<file path="config.mk">
export PLATFORM = sky130hd
export DESIGN_NAME = vec_lane_sequencer_flat
export DESIGN_NICKNAME = d
export VERILOG_FILES = /design/src/rtl/vec_lane_sequencer_if.sv /design/src/rtl/vec_lane_sequencer.sv /design/src/flat_wrapper.sv
export SDC_FILE = /design/constraint.sdc
export NUM_CORES = 1
export LEC_CHECK = 0
export ABC_CLOCK_PERIOD_IN_PS = 7300
export CAP_MARGIN = 20
export CORE_ASPECT_RATIO = 2
export CORE_MARGIN = 2
export CORE_UTILIZATION = 30
export CTS_CLUSTER_SIZE = 40
export DETAILED_ROUTE_END_ITERATION = 8
export PLACE_DENSITY = 0.49
export SYNTH_ARGS = -nofsm -noshare
export SYNTH_HDL_FRONTEND = slang
export SYNTH_SLANG_ARGS = --single-unit
</file>
<file path="constraint.sdc">
create_clock -name clk -period 7.3 [get_ports clk]
set_input_delay 1.46 -clock clk [delete_from_list [all_inputs] [get_ports clk]]
set_output_delay 1.46 -clock clk [all_outputs]
set_load 0.02 [all_outputs]
</file>
<file path="src/rtl/vec_lane_sequencer_if.sv">
// Decode/ALU-side handshake and beat bus for vec_lane_sequencer; vmask exists only with VEC_LANE_SEQ_MASK_EN.
// master = decode/writeback side driving start, config and beat_ready; slave = the sequencer.
interface vec_lane_sequencer_if #(
  parameter int VLEN       = 128,
  parameter int LANE_WIDTH = 4,
  parameter int MAX_LANES  = 4
);
  localparam int IDXW = $clog2(VLEN);
  localparam int VLW  = $clog2(VLEN / 8) + 1;
  localparam int LNW  = ($clog2(MAX_LANES) + 1 > 1) ? $clog2(MAX_LANES) + 1 : 1;

  logic                      start;
  logic [LNW-1:0]            nb_lanes;
  logic [2:0]                vsew;
  logic [VLW-1:0]            vl;
  logic                      busy;
  logic                      beat_valid;
  logic                      beat_ready;
  logic [MAX_LANES-1:0]      lane_en;
  logic [MAX_LANES*IDXW-1:0] bit_idx;
  logic [3:0]                chunk_off;
  logic                      done;
  logic                      err;
`ifdef VEC_LANE_SEQ_MASK_EN
  logic [VLEN/8-1:0]         vmask;

  modport master (output start, nb_lanes, vsew, vl, beat_ready, vmask,
                  input  busy, beat_valid, lane_en, bit_idx, chunk_off, done, err);
  modport slave  (input  start, nb_lanes, vsew, vl, beat_ready, vmask,
                  output busy, beat_valid, lane_en, bit_idx, chunk_off, done, err);
`else
  modport master (output start, nb_lanes, vsew, vl, beat_ready,
                  input  busy, beat_valid, lane_en, bit_idx, chunk_off, done, err);
  modport slave  (input  start, nb_lanes, vsew, vl, beat_ready,
                  output busy, beat_valid, lane_en, bit_idx, chunk_off, done, err);
`endif
endinterface

</file>
<file path="src/rtl/vec_lane_sequencer.sv">
// Element/beat sequencer for up to MAX_LANES vector ALU lanes; all outputs registered, first beat the cycle after start.
// Beats hold while beat_ready is low; VEC_LANE_SEQ_MASK_EN adds a vmask that skips fully masked lane groups.
module vec_lane_sequencer #(
  parameter int VLEN       = 128,
  parameter int LANE_WIDTH = 4,
  parameter int MAX_LANES  = 4
) (
  input  logic                 clk,
  input  logic                 reset,
  vec_lane_sequencer_if.slave  bus
);
  localparam int IDXW = $clog2(VLEN);
  localparam int VLW  = $clog2(VLEN / 8) + 1;
  localparam int LNW  = ($clog2(MAX_LANES) + 1 > 1) ? $clog2(MAX_LANES) + 1 : 1;
  localparam int MW   = VLEN / 8;

  typedef enum logic [1:0] {IDLE, RUN, DONE} state_t;

  state_t                    state_q, state_d;
  logic [VLW-1:0]            eb_q, eb_d;
  logic [3:0]                chunk_q, chunk_d;
  logic [LNW-1:0]            nbl_q, nbl_d;
  logic [1:0]                sew_q, sew_d;
  logic [VLW-1:0]            vl_q, vl_d;
  logic [MW-1:0]             mask_q, mask_d;
  logic                      busy_q, busy_d, valid_q, valid_d, done_q, done_d, err_q, err_d;
  logic [MAX_LANES-1:0]      lane_en_q, lane_en_d, nxt_en;
  logic [MAX_LANES*IDXW-1:0] bit_idx_q, bit_idx_d;
  logic [3:0]                chunk_off_q, chunk_off_d;

  logic [31:0] in_sew, in_l, cur_sew, cur_l, cur_chunks;
  logic        cfg_ok, last_chunk, last_grp, grp_empty;

  function automatic logic [MAX_LANES-1:0] lanes_of(input logic [VLW-1:0] eb,
      input logic [LNW-1:0] nbl, input logic [VLW-1:0] vl, input logic [MW-1:0] m);
    logic [31:0] l, e;
    lanes_of = '0;
    l = 32'd1 << nbl;
    for (int i = 0; i < MAX_LANES; i++) begin
      e = 32'(eb) + 32'(i);
      lanes_of[i] = (32'(i) < l) && (e < 32'(vl)) && (((m >> e) & MW'(1)) != '0);
    end
  endfunction

  // Offsets wrap modulo the register length by truncation to IDXW bits.
  function automatic logic [MAX_LANES*IDXW-1:0] bits_of(input logic [VLW-1:0] eb,
      input logic [1:0] s, input logic [3:0] ch, input logic [MAX_LANES-1:0] en);
    logic [31:0] sew, e;
    bits_of = '0;
    sew = 32'd8 << s;
    for (int i = 0; i < MAX_LANES; i++) begin
      e = 32'(eb) + 32'(i);
      if (en[i]) bits_of[i*IDXW +: IDXW] = IDXW'(e * sew + (32'(ch) << LANE_WIDTH));
    end
  endfunction

  always_comb begin
    in_sew = 32'd8 << bus.vsew;
    in_l   = 32'd1 << bus.nb_lanes;
    cfg_ok = (bus.vsew <= 3'd3) && (in_sew <= 32'(VLEN)) && (in_l <= 32'(MAX_LANES))
             && (32'(bus.vl) * in_sew <= 32'(VLEN));

    cur_sew    = 32'd8 << sew_q;
    cur_l      = 32'd1 << nbl_q;
    cur_chunks = (cur_sew > (32'd1 << LANE_WIDTH)) ? (cur_sew >> LANE_WIDTH) : 32'd1;
    last_chunk = (32'(chunk_q) + 32'd1 == cur_chunks);
    last_grp   = (32'(eb_q) + cur_l >= 32'(vl_q));
    grp_empty  = ~|lanes_of(eb_q, nbl_q, vl_q, mask_q);

    state_d = state_q;
    eb_d    = eb_q;
    chunk_d = chunk_q;
    nbl_d   = nbl_q;
    sew_d   = sew_q;
    vl_d    = vl_q;
`ifdef VEC_LANE_SEQ_MASK_EN
    mask_d  = mask_q;
`endif
    err_d   = 1'b0;

    case (state_q)
      IDLE: begin
        if (bus.start) begin
          if (!cfg_ok) begin
            err_d = 1'b1;
          end else begin
            nbl_d   = bus.nb_lanes;
            sew_d   = bus.vsew[1:0];
            vl_d    = bus.vl;
`ifdef VEC_LANE_SEQ_MASK_EN
            mask_d  = bus.vmask;
`endif
            eb_d    = '0;
            chunk_d = '0;
            state_d = (bus.vl == '0) ? DONE : RUN;
          end
        end
      end
      RUN: begin
        // A fully masked group spends one idle cycle and skips all its chunks.
        if (grp_empty) begin
          chunk_d = '0;
          if (last_grp) state_d = DONE;
          else          eb_d    = eb_q + VLW'(cur_l);
        end else if (bus.beat_ready) begin
          if (last_chunk) begin
            chunk_d = '0;
            if (last_grp) state_d = DONE;
            else          eb_d    = eb_q + VLW'(cur_l);
          end else begin
            chunk_d = chunk_q + 4'd1;
          end
        end
      end
      DONE:    state_d = IDLE;
      default: state_d = IDLE;
    endcase

    // Outputs are derived from next state so every output leaves a flop.
    nxt_en      = lanes_of(eb_d, nbl_d, vl_d, mask_d);
    busy_d      = (state_d != IDLE);
    done_d      = (state_d == DONE);
    valid_d     = (state_d == RUN) && (|nxt_en);
    lane_en_d   = valid_d ? nxt_en : '0;
    bit_idx_d   = valid_d ? bits_of(eb_d, sew_d, chunk_d, nxt_en) : '0;
    chunk_off_d = valid_d ? chunk_d : '0;
  end

`ifndef VEC_LANE_SEQ_MASK_EN
  assign mask_q = '1;
  assign mask_d = '1;
`endif

  always_ff @(posedge clk or posedge reset) begin
    if (reset) begin
      state_q     <= IDLE;
      eb_q        <= '0;
      chunk_q     <= '0;
      nbl_q       <= '0;
      sew_q       <= '0;
      vl_q        <= '0;
`ifdef VEC_LANE_SEQ_MASK_EN
      mask_q      <= '0;
`endif
      busy_q      <= 1'b0;
      valid_q     <= 1'b0;
      done_q      <= 1'b0;
      err_q       <= 1'b0;
      lane_en_q   <= '0;
      bit_idx_q   <= '0;
      chunk_off_q <= '0;
    end else begin
      state_q     <= state_d;
      eb_q        <= eb_d;
      chunk_q     <= chunk_d;
      nbl_q       <= nbl_d;
      sew_q       <= sew_d;
      vl_q        <= vl_d;
`ifdef VEC_LANE_SEQ_MASK_EN
      mask_q      <= mask_d;
`endif
      busy_q      <= busy_d;
      valid_q     <= valid_d;
      done_q      <= done_d;
      err_q       <= err_d;
      lane_en_q   <= lane_en_d;
      bit_idx_q   <= bit_idx_d;
      chunk_off_q <= chunk_off_d;
    end
  end

  assign bus.busy       = busy_q;
  assign bus.beat_valid = valid_q;
  assign bus.done       = done_q;
  assign bus.err        = err_q;
  assign bus.lane_en    = lane_en_q;
  assign bus.bit_idx    = bit_idx_q;
  assign bus.chunk_off  = chunk_off_q;
endmodule
</file>
<file path="src/flat_wrapper.sv">
// flat-port wrapper written by rule: the top's interface ports become plain ports
module vec_lane_sequencer_flat 
#(
  parameter int VLEN       = 128,
  parameter int LANE_WIDTH = 4,
  parameter int MAX_LANES  = 4
)
  (clk, reset, bus_start, bus_nb_lanes, bus_vsew, bus_vl, bus_beat_ready, bus_busy, bus_beat_valid, bus_lane_en, bus_bit_idx, bus_chunk_off, bus_done, bus_err);
  vec_lane_sequencer_if #(.VLEN(VLEN), .LANE_WIDTH(LANE_WIDTH), .MAX_LANES(MAX_LANES)) bus_i ();
  input  logic clk;
  input  logic reset;
  input wire logic [$bits(bus_i.start)-1:0] bus_start;
  input wire logic [$bits(bus_i.nb_lanes)-1:0] bus_nb_lanes;
  input wire logic [$bits(bus_i.vsew)-1:0] bus_vsew;
  input wire logic [$bits(bus_i.vl)-1:0] bus_vl;
  input wire logic [$bits(bus_i.beat_ready)-1:0] bus_beat_ready;
  output wire logic [$bits(bus_i.busy)-1:0] bus_busy;
  output wire logic [$bits(bus_i.beat_valid)-1:0] bus_beat_valid;
  output wire logic [$bits(bus_i.lane_en)-1:0] bus_lane_en;
  output wire logic [$bits(bus_i.bit_idx)-1:0] bus_bit_idx;
  output wire logic [$bits(bus_i.chunk_off)-1:0] bus_chunk_off;
  output wire logic [$bits(bus_i.done)-1:0] bus_done;
  output wire logic [$bits(bus_i.err)-1:0] bus_err;
  assign bus_i.start = bus_start;
  assign bus_i.nb_lanes = bus_nb_lanes;
  assign bus_i.vsew = bus_vsew;
  assign bus_i.vl = bus_vl;
  assign bus_i.beat_ready = bus_beat_ready;
  assign bus_busy = bus_i.busy;
  assign bus_beat_valid = bus_i.beat_valid;
  assign bus_lane_en = bus_i.lane_en;
  assign bus_bit_idx = bus_i.bit_idx;
  assign bus_chunk_off = bus_i.chunk_off;
  assign bus_done = bus_i.done;
  assign bus_err = bus_i.err;
  vec_lane_sequencer #(.VLEN(VLEN), .LANE_WIDTH(LANE_WIDTH), .MAX_LANES(MAX_LANES)) u_core (.clk(clk), .reset(reset), .bus(bus_i));
endmodule
</file>
After elaboration in Yosys (flattened, before gate mapping)
Cells that the tools add are included.
Storage, ports and cells
  flip-flop bits (word level): 61
  latch bits: 0
  bits in writable memories: 0
  bits in read-only memories: 0
  input bits: 15
  output and inout port bits: 40
  logic and storage cells: 138
  memories kept: 0
Cells by class
  $add $sub $neg: 14
  multiply operators: 5
  divide/modulo/power cells: 0
  magnitude comparators: 22
  equality and inequality tests: 4
  shifts and indexed selects: 14
  muxes and demuxes: 41
  bitwise operators: 0
  reduce and logical (&&, ||, !) cells: 25
Operators by type and width (count)
  < comparator 32 x 5 -> 1 bit: 6
  right shift 16 x 32 -> 1 bit (first input constant): 6
  < comparator 1 x 32 -> 1 bit (first input constant): 4
  < comparator 2 x 32 -> 1 bit (first input constant): 4
  multiplier 32 x 32 -> 7 bit: 3
  << shifter 1 x 3 -> 32 bit (first input constant): 3
  less-or-equal comparator 32 x 8 -> 1 bit (second input constant): 2
  << shifter 4 x 2 -> 32 bit (first input constant): 2
  2-to-1 mux 28 bit: 2
  2-to-1 mux 5 bit: 9
  adder 5 x 32 -> 32 bit: 1
  == test 32 bit: 1
  >= comparator 32 x 5 -> 1 bit: 1
  > comparator 32 x 5 -> 1 bit (second input constant): 1
  less-or-equal comparator 32 x 3 -> 1 bit (second input constant): 1
  multiplier 5 x 32 -> 32 bit: 1
  multiplier 5 x 32 -> 7 bit: 1
  << shifter 4 x 3 -> 32 bit (first input constant): 1
  right shift 16 x 5 -> 1 bit (first input constant): 2
  adder 7 bit: 4
  2-to-1 mux 4 bit: 7
  2-to-1 mux 7 bit: 4
  adder 5 x 2 -> 6 bit (second input constant): 4
  logical AND 1 bit: 20
  18 further kinds: 35

Logic depth before layout (Yosys ltp)
Gate-level depths: netlist of run 1.
  depth after elaboration: 15
  mapped depth: 33

Least setup slack after synthesis of run 1
OpenSTA, ideal clock, no wires.
  path type: input-to-reg
  start: in bus_vsew[1]
  end: reg u_core.bit_idx_q[13], in the netlist u_core.bus.bit_idx[13]
  arrival time: 9.073 ns
  path slack: -1.852 ns
  stages on the path: 32
  buffers on the path: 2
  path through: nor2b_1 -> and2b_2 -> and2_1 -> fa_1 -> fa_1 -> inv_1 -> fa_1 -> inv_1 -> ha_1 -> o211ai_1 -> o21a_1 -> a211oi_1 -> mux2_2 -> nor4_2 -> o221a_1 -> buf_4 -> inv_2 -> buf_4 -> ha_1 -> or3_2 -> nand2_1 -> nand2_1 -> fa_1 -> inv_1 -> ha_1 -> ha_1 -> ha_1 -> xor2_1 -> xnor2_1 -> xnor3_1 -> or4_1 -> a21oi_1
On the way
  longest elaborated chain between the ends: 15
Ends and longest elaborated chain
  from (decl): line flat_wrapper.sv:14  | input wire logic [$bits(bus_i.vsew)-1:0] bus_vsew;
  parallel branches: the longest is 4 deep, another holds multiplier 5 x 32 -> 32 bit
  logical AND 1 bit (*): line vec_lane_sequencer.sv:61  | && (32'(bus.vl) * in_sew <= 32'(VLEN));
  2-to-1 mux 5 bit (*): line vec_lane_sequencer.sv:84  | if (!cfg_ok) begin
  2-to-1 mux 5 bit (*): line vec_lane_sequencer.sv:83  | if (bus.start) begin
  one-hot mux 5 bit (2 select lines) (*): line vec_lane_sequencer.sv:81  | case (state_q)
  net u_core.eb_d[0]: line vec_lane_sequencer.sv:20  | logic [VLW-1:0] eb_q, eb_d;
  parallel branches: the longest is 6 deep, another holds multiplier 32 x 32 -> 7 bit
  2-to-1 mux 28 bit (*): line vec_lane_sequencer.sv:125  | bit_idx_d = valid_d ? bits_of(eb_d, sew_d, chunk_d, nxt_en) : '0;
  net u_core.bit_idx_d[13]: line vec_lane_sequencer.sv:28  | logic [MAX_LANES*IDXW-1:0] bit_idx_q, bit_idx_d;
  to (signal assigned): line vec_lane_sequencer.sv:167  | bit_idx_q <= bit_idx_d;
  to (decl): line vec_lane_sequencer.sv:28
Mark *: on every way through the listed nets, which the timed path passes.

Worst setup path after layout of run 1
  start: in bus_vsew[0]
  end: reg u_core.bit_idx_q[13], in the netlist u_core.bus.bit_idx[13]
On the way
  longest elaborated chain between the ends: 15
Ends and longest elaborated chain (line)
  parallel branches: the longest is 14 deep, another holds multiplier 5 x 32 -> 32 bit
  2-to-1 mux 28 bit (*): vec_lane_sequencer.sv:125
  net u_core.bit_idx_d[13]: vec_lane_sequencer.sv:28
Marks and branches as above.

==> flow_summary.yaml, run 1 <==
critical_path:
  setup.worst_path.class: "input port to flip-flop"
  path_buf_inv: 6
  endpoint_kind: "flip-flop"
  max_stage_delay_ps: 520
  critPathMostFrequentCell: "ha_4"
  cpMaxStageDelayCell: "fa_1"
  crit_arrival_ps: 8460
  worstSetupStartpointType: "input port"
  crit_family: "adder cells"
  cp.required_ps: 7530
  crit_path_max_fanout: 6
clocking:
  path_clk_slew_ps: 70
  clockBufferDepth: 2
  cts.sinks: 49
  clock-root-buffer: "clkbuf_16"
  htreeDepth: 2
  cts_buffers: 5
  worstSkewPairLatency_ps: 300
  cts_tree: "yes"
floorplanning:
  die-height_um: 206
  start_util_pct: 30.2
  dieArea_mm2: 0.0216
  die_w_um: 105
  rows: 74
  boundaryPins: 55
  coreArea_mm2: 0.0203
cells_and_area:
  final_cell_mix: "buf_4 (150), ha_1 (76), nand2_1 (58)"
  design_area_mm2: 0.00904
  area_delta_synth_final_pct: 47.5
  diodes: 0
  fin_nets: 1031
  stdcell_count: 1161
  final_common_cell: "buf_4"
  finalCoreUtilization_pct: 44.6
  final_layout_size_suffix_gt1_share_pct: 35.3
  fillers: 1972
drt:
  vias: 5870
  wl_met3_um: 357
  ant_nets: 0
  highest_layer: "met4"
  avgRoutedWirePerCell_um: 17.9
  route.detailed.drc: 0
  drtIter0Drc: 170
  vias_per_cell: 5.06
  wl_met1_um: 7150
  drt_pass1_iterations: 4
  routed_wirelength_um: 20700
  met2_wirelength_um: 12200
synth:
  synth_top_family_by_area: "adder cells"
  synth_simple_gate_area_share_pct: 21.4
  ys_dominant_reg_cell: "dfrtp_1"
  yosysTopAreaCell: "dfrtp_1"
  synthMuxAreaShare_pct: 2.41
  synth_compound_area_share_pct: 15.4
  netlist_instances: 698
  yosys.area_share.xor_xnor_pct: 5.51
  ys_types: 80
  synth-edff-count: 0
  avgSynthCellArea_um2: 8.78
  synthAdderAreaFrac_pct: 27.9
  synth-seq-cells: 49
  async_reset_ff_share_pct: 100
  ys_top_cells_by_area: "dfrtp_1 (20%), ha_1 (20%), fa_1 (7.8%), nand2_1 (4.1%), inv_1 (3.8%)"
  yosys_warnings: 0
  yosysSeqAreaShare_pct: 20.0
  syn_area_mm2: 0.00613
  synth_top_area_share_pct: 20.0
place:
  dpl_cell_area_mm2: 0.00799
  dp_slack_ps: -2110
  dp.cells: 1123
  place_congestion: 0.922
  portBuffers: 42
  hpwl_um: 16800
sta:
  finalSetupTns_ps: -5690
  drv_slew: 0
  skew_ps: 5.30
  max_slew_margin_pct: 46.1
  clock.fmax_mhz: 121
  holdWs_ps: 601
  finalSetupViolCount: 22
  rsz0062_at_grt: "true"
  final-hold-violation-count: 0
  fin_crit_ps: 8230
  fin_crit_sh_pct: 113
  fin_ws_ps: -934
  worst_slew_pin_slew_ps: 807
grt:
  antenna_found_initial: 0
  overflow: 0
  grt_max_degree: 50
  grt_pass1_wl_um: 32500
  grt_pass1_vias: 6366
  track_usage_pct: 19.4
outcome:
  status: "complete, but fails checks"
  violations: "negative setup slack"
power:
  ir_drop_v: 0.000164
  power_density_mw_per_mm2: 305
  total_power_mw: 2.76
  total_leakage_power_nw: 4.32
hold_path:
  min-delay-path-class: "flip-flop to flip-flop"
job:
  drv_cap: 0
[per-layer routing]
metal / global-route usage (%) / vias up
li1: - / 2816
met1: 18.1 / 2890
met2: 41.2 / 106
met3: 1.01 / 58
met4: 9.33 / 0
met5: 0 / -
[logic make-up after synthesis]
logic type / after synthesis
AO/OA/AOI/OAI: 133
adder cells (fa/ha/maj): 122
XOR/XNOR: 37
flip-flops: 49
buffers and inverters: 99
multiplexers: 13
AND/OR/NAND/NOR: 244
other: 1
[layout make-up]
type / instances / area (um^2) / area share, %
clock buffer: 6 / 129 / 1.43
clock inverter: 2 / 15.0 / 0.166
inverter: 64 / 243 / 2.69
multi-input combinational: 561 / 5270 / 58.3
sequential: 49 / 1230 / 13.6
tap: 266 / 333 / 3.68
timing repair buffer: 213 / 1820 / 20.2
[repair_timing]
| action | CTS | global route |
|---|---|---|
| setup endpoints to repair | 25 | 25 |
| pin swaps | 58 | 39 |
| gates resized for setup | 113 | 46 |
| hold buffers | 0 | 0 |
| setup buffers | 24 | 11 |
| cloned | 1 | 0 |
[tightest hold or removal path, cell delays in order, from the launching register on]
cell and delay [ps]:
dfrtp_1 450, nand2_1 70, nand2_1 50
[cell usage after synthesis (5+ instances only)]
library cell,n
buf_2,5
o211ai_1,5
nand3_1,15
nand2_1,67
o21ai_0,20
mux2i_1,8
xor2_1,13
buf_4,14
nand2b_1,12
inv_1,62
xnor2_1,23
nand4_1,5
a211o_1,5
and2_1,27
a21o_1,8
nor2b_1,10
nor3_1,19
o21ai_1,5
a21oi_1,30
clkbuf_1,14
nor2_1,38
ha_1,98
a31oi_1,7
a211oi_1,7
fa_1,24
dfrtp_1,49
and3_1,15
[sequential cells by signal, indices dropped and copies added (netlist names), 2 cells and up]
register,flops
u_core.bus.chunk_off,4
u_core.nbl_q,3
u_core.vl_q,5
u_core.state_q,2
u_core.bus.lane_en,4
u_core.sew_q,2
u_core.bus.bit_idx,16
u_core.chunk_q,4
u_core.eb_q,5
[final timing paths]
path                                      start  slack (ps)                       to  depth (start not counted)
worst max-delay path                bus_vsew[0]        -930   u_core.bus.bit_idx[13]                         32
min in group asynchronous                 reset        1650  u_core.bus.chunk_off[2]                          3
worst min register to register  u_core.nbl_q[1]         600          u_core.nbl_q[1]                          2
max in group asynchronous                 reset        5210           u_core.eb_q[1]                          3
worst max register to register  u_core.nbl_q[2]         710   u_core.bus.bit_idx[13]                         29
worst min-delay path            u_core.nbl_q[1]         600          u_core.nbl_q[1]                          2
[power breakdown]
| group | internal [mW] | switching, mW | total (mW) |
|---|---|---|---|
| registers | 0.327 | 0.0578 | 0.385 |
| clock network | 0.127 | 0.110 | 0.238 |
| logic | 1.06 | 1.07 | 2.14 |
No activity file was read; power rests on OpenSTA's default activity.
==> run 2, diff against run 1 <==
--- a/config.mk
+++ b/config.mk
@@ -9,10 +9,11 @@
 export CAP_MARGIN = 20
 export CORE_ASPECT_RATIO = 2
 export CORE_MARGIN = 2
-export CORE_UTILIZATION = 30
-export CTS_CLUSTER_SIZE = 40
+export CORE_UTILIZATION = 34
+export CTS_CLUSTER_DIAMETER = 150
+export CTS_CLUSTER_SIZE = 24
 export DETAILED_ROUTE_END_ITERATION = 8
-export PLACE_DENSITY = 0.49
+export PLACE_DENSITY = 0.54
 export SYNTH_ARGS = -nofsm -noshare
 export SYNTH_HDL_FRONTEND = slang
 export SYNTH_SLANG_ARGS = --single-unit
==> run 2 against run 1 <==
- the flow still finishes with violations (negative setup slack)
- clock-buffer cell count decreased by 1
- sequential share of layout area is 0.11 points lower
- utilization rose by 6.9 points
- largest power group unchanged
- clock power is 14% higher
- clock skew rose by 3.5 ps
==> flow_summary.yaml, run 2 (synthesis results as in run 1) <==
floorplanning:
  start_util_pct: 34.6
  die_w_um: 98.9
  coreArea_mm2: 0.0177
  die-height_um: 194
  boundaryPins: 55
  dieArea_mm2: 0.0192
  rows: 69
clocking:
  cts.sinks: 49
  htreeDepth: 2
  worstSkewPairLatency_ps: 290
  holdBufCountCts: 0
  clockBufferDepth: 2
  clock-root-buffer: "clkbuf_16"
  cts_tree: "yes"
  path_clk_slew_ps: 70
  cts_buffers: 5
sta:
  fin_crit_ps: 8400
  skew_ps: 8.85
  fin_ws_ps: -1100
  drv_slew: 0
  max_slew_margin_pct: 49.6
  finalSetupViolCount: 24
  final-hold-violation-count: 0
  clock.fmax_mhz: 119
  rsz0062_at_grt: "true"
  fin_crit_sh_pct: 115
  holdWs_ps: 605
  worst_slew_pin_slew_ps: 754
grt:
  grt_pass1_vias: 6479
  grt_max_degree: 50
  track_usage_pct: 21.6
  overflow: 0
  antenna_found_initial: 0
  grt_pass1_wl_um: 32900
cells_and_area:
  final_common_cell: "buf_4"
  diodes: 0
  area_delta_synth_final_pct: 48.7
  final_layout_size_suffix_gt1_share_pct: 37.3
  largest_reg_flops: 16
  final_cell_mix: "buf_4 (153), ha_1 (72), nand2_1 (59)"
  fin_nets: 1039
critical_path:
  crit_family: "adder cells"
  endpoint: "u_core.bus.bit_idx[13]"
  r2r_slack_ps: 400
  max_stage_delay_ps: 550
  endpoint_kind: "flip-flop"
  crit-reg2reg-launch: "u_core.nbl_q[2]"
  crit_arrival_ps: 8620
  crit_path_max_fanout: 5
  critPathMostFrequentCell: "ha_4"
  r2r_cells: 27
  worstSetupStartpointType: "input port"
  r2r-end: "u_core.bus.bit_idx[13]"
  cp.required_ps: 7520
  cp_num_cells: 32
  worstSetupStartpoint: "bus_vsew[0]"
  cpMaxStageDelayCell: "fa_1"
  setup.worst_path.class: "input port to flip-flop"
  path_buf_inv: 6
drt:
  vias_per_cell: 5.38
  avgRoutedWirePerCell_um: 18.9
  drtIter0Drc: 206
  route.detailed.drc: 0
  routed_wirelength_um: 21100
  vias: 6001
  drt_pass1_iterations: 4
  ant_nets: 0
outcome:
  violations: "negative setup slack"
  status: "complete, but fails checks"
place:
  portBuffers: 42
  hpwl_um: 17000
  place_congestion: 0.944
hold_path:
  min-delay-path-class: "flip-flop to flip-flop"
power:
  power_density_mw_per_mm2: 333
  ir_drop_v: 0.000167
  total_power_mw: 3.04
  total_leakage_power_nw: 4.36
job:
  drv_cap: 0
[run 2: cell count changes in the layout (fill, tap and decap cells not counted), moves of 3 or more]
cell | before | now
buf_4 | 150 | 153
buf_6 | 19 | 27
ha_1 | 76 | 72
ha_4 | 20 | 25
inv_1 | 53 | 46
inv_2 | 10 | 16
nand2_2 | 6 | 3
nor2b_2 | 0 | 3
nor2b_4 | 4 | 1
[run 2: timing repair]
action,CTS,global route
gates resized for setup,86,92
pin swaps,43,63
setup endpoints to repair,25,25
setup buffers,24,23
[run 2: final cells by class]
cell class	instances	area, um^2
Multi-Input combinational cell	561	5340
Inverter	64	245
Fill cell	1580	8590
Sequential cell	49	1230
Clock inverter	3	43.8
Timing Repair Buffer	221	1860
Clock buffer	5	125
Tap cell	213	267
[run 2: per-stage QoR]
stage	setup WS [ps]	utilization, %	instances	setup TNS (ps)	cell area, um^2
after CTS	-1040	48.4	1101	-3390	8560
after global routing	-1350	51.5	1116	-13240	9110
final	-1100	51.5	1116	-8530	9110
after floorplan	-1120	-	709	-2770	6390
after detailed placement	-1990	44.7	1069	-27480	7920
after global placement	-1860	44.7	1069	-25550	7920
[run 2: how the worst min path moves through the flow]
stage / start / cells after the start / to
global route: u_core.chunk_q[3] / 1 / u_core.chunk_q[3]
finish: u_core.chunk_q[3] / 1 / u_core.chunk_q[3]
global placement: u_core.chunk_q[3] / 1 / u_core.chunk_q[3]
detailed placement: u_core.chunk_q[3] / 1 / u_core.chunk_q[3]
floorplan: u_core.nbl_q[1] / 2 / u_core.nbl_q[1]
CTS: u_core.chunk_q[3] / 1 / u_core.chunk_q[3]
[run 2: per-layer routing]
metal	GRT usage, %	wire (um)	vias to the layer above
met3	1.30	457	63
met5	0	0	-
met1	20.0	6840	2971
li1	-	-	2841
met4	10.6	1180	0
met2	45.0	12600	126
[run 2: power breakdown]
part	total, mW	internal, mW	switching, mW
logic	2.38	1.19	1.19
registers	0.382	0.327	0.0554
clock network	0.272	0.163	0.110
total	3.04	1.68	1.36
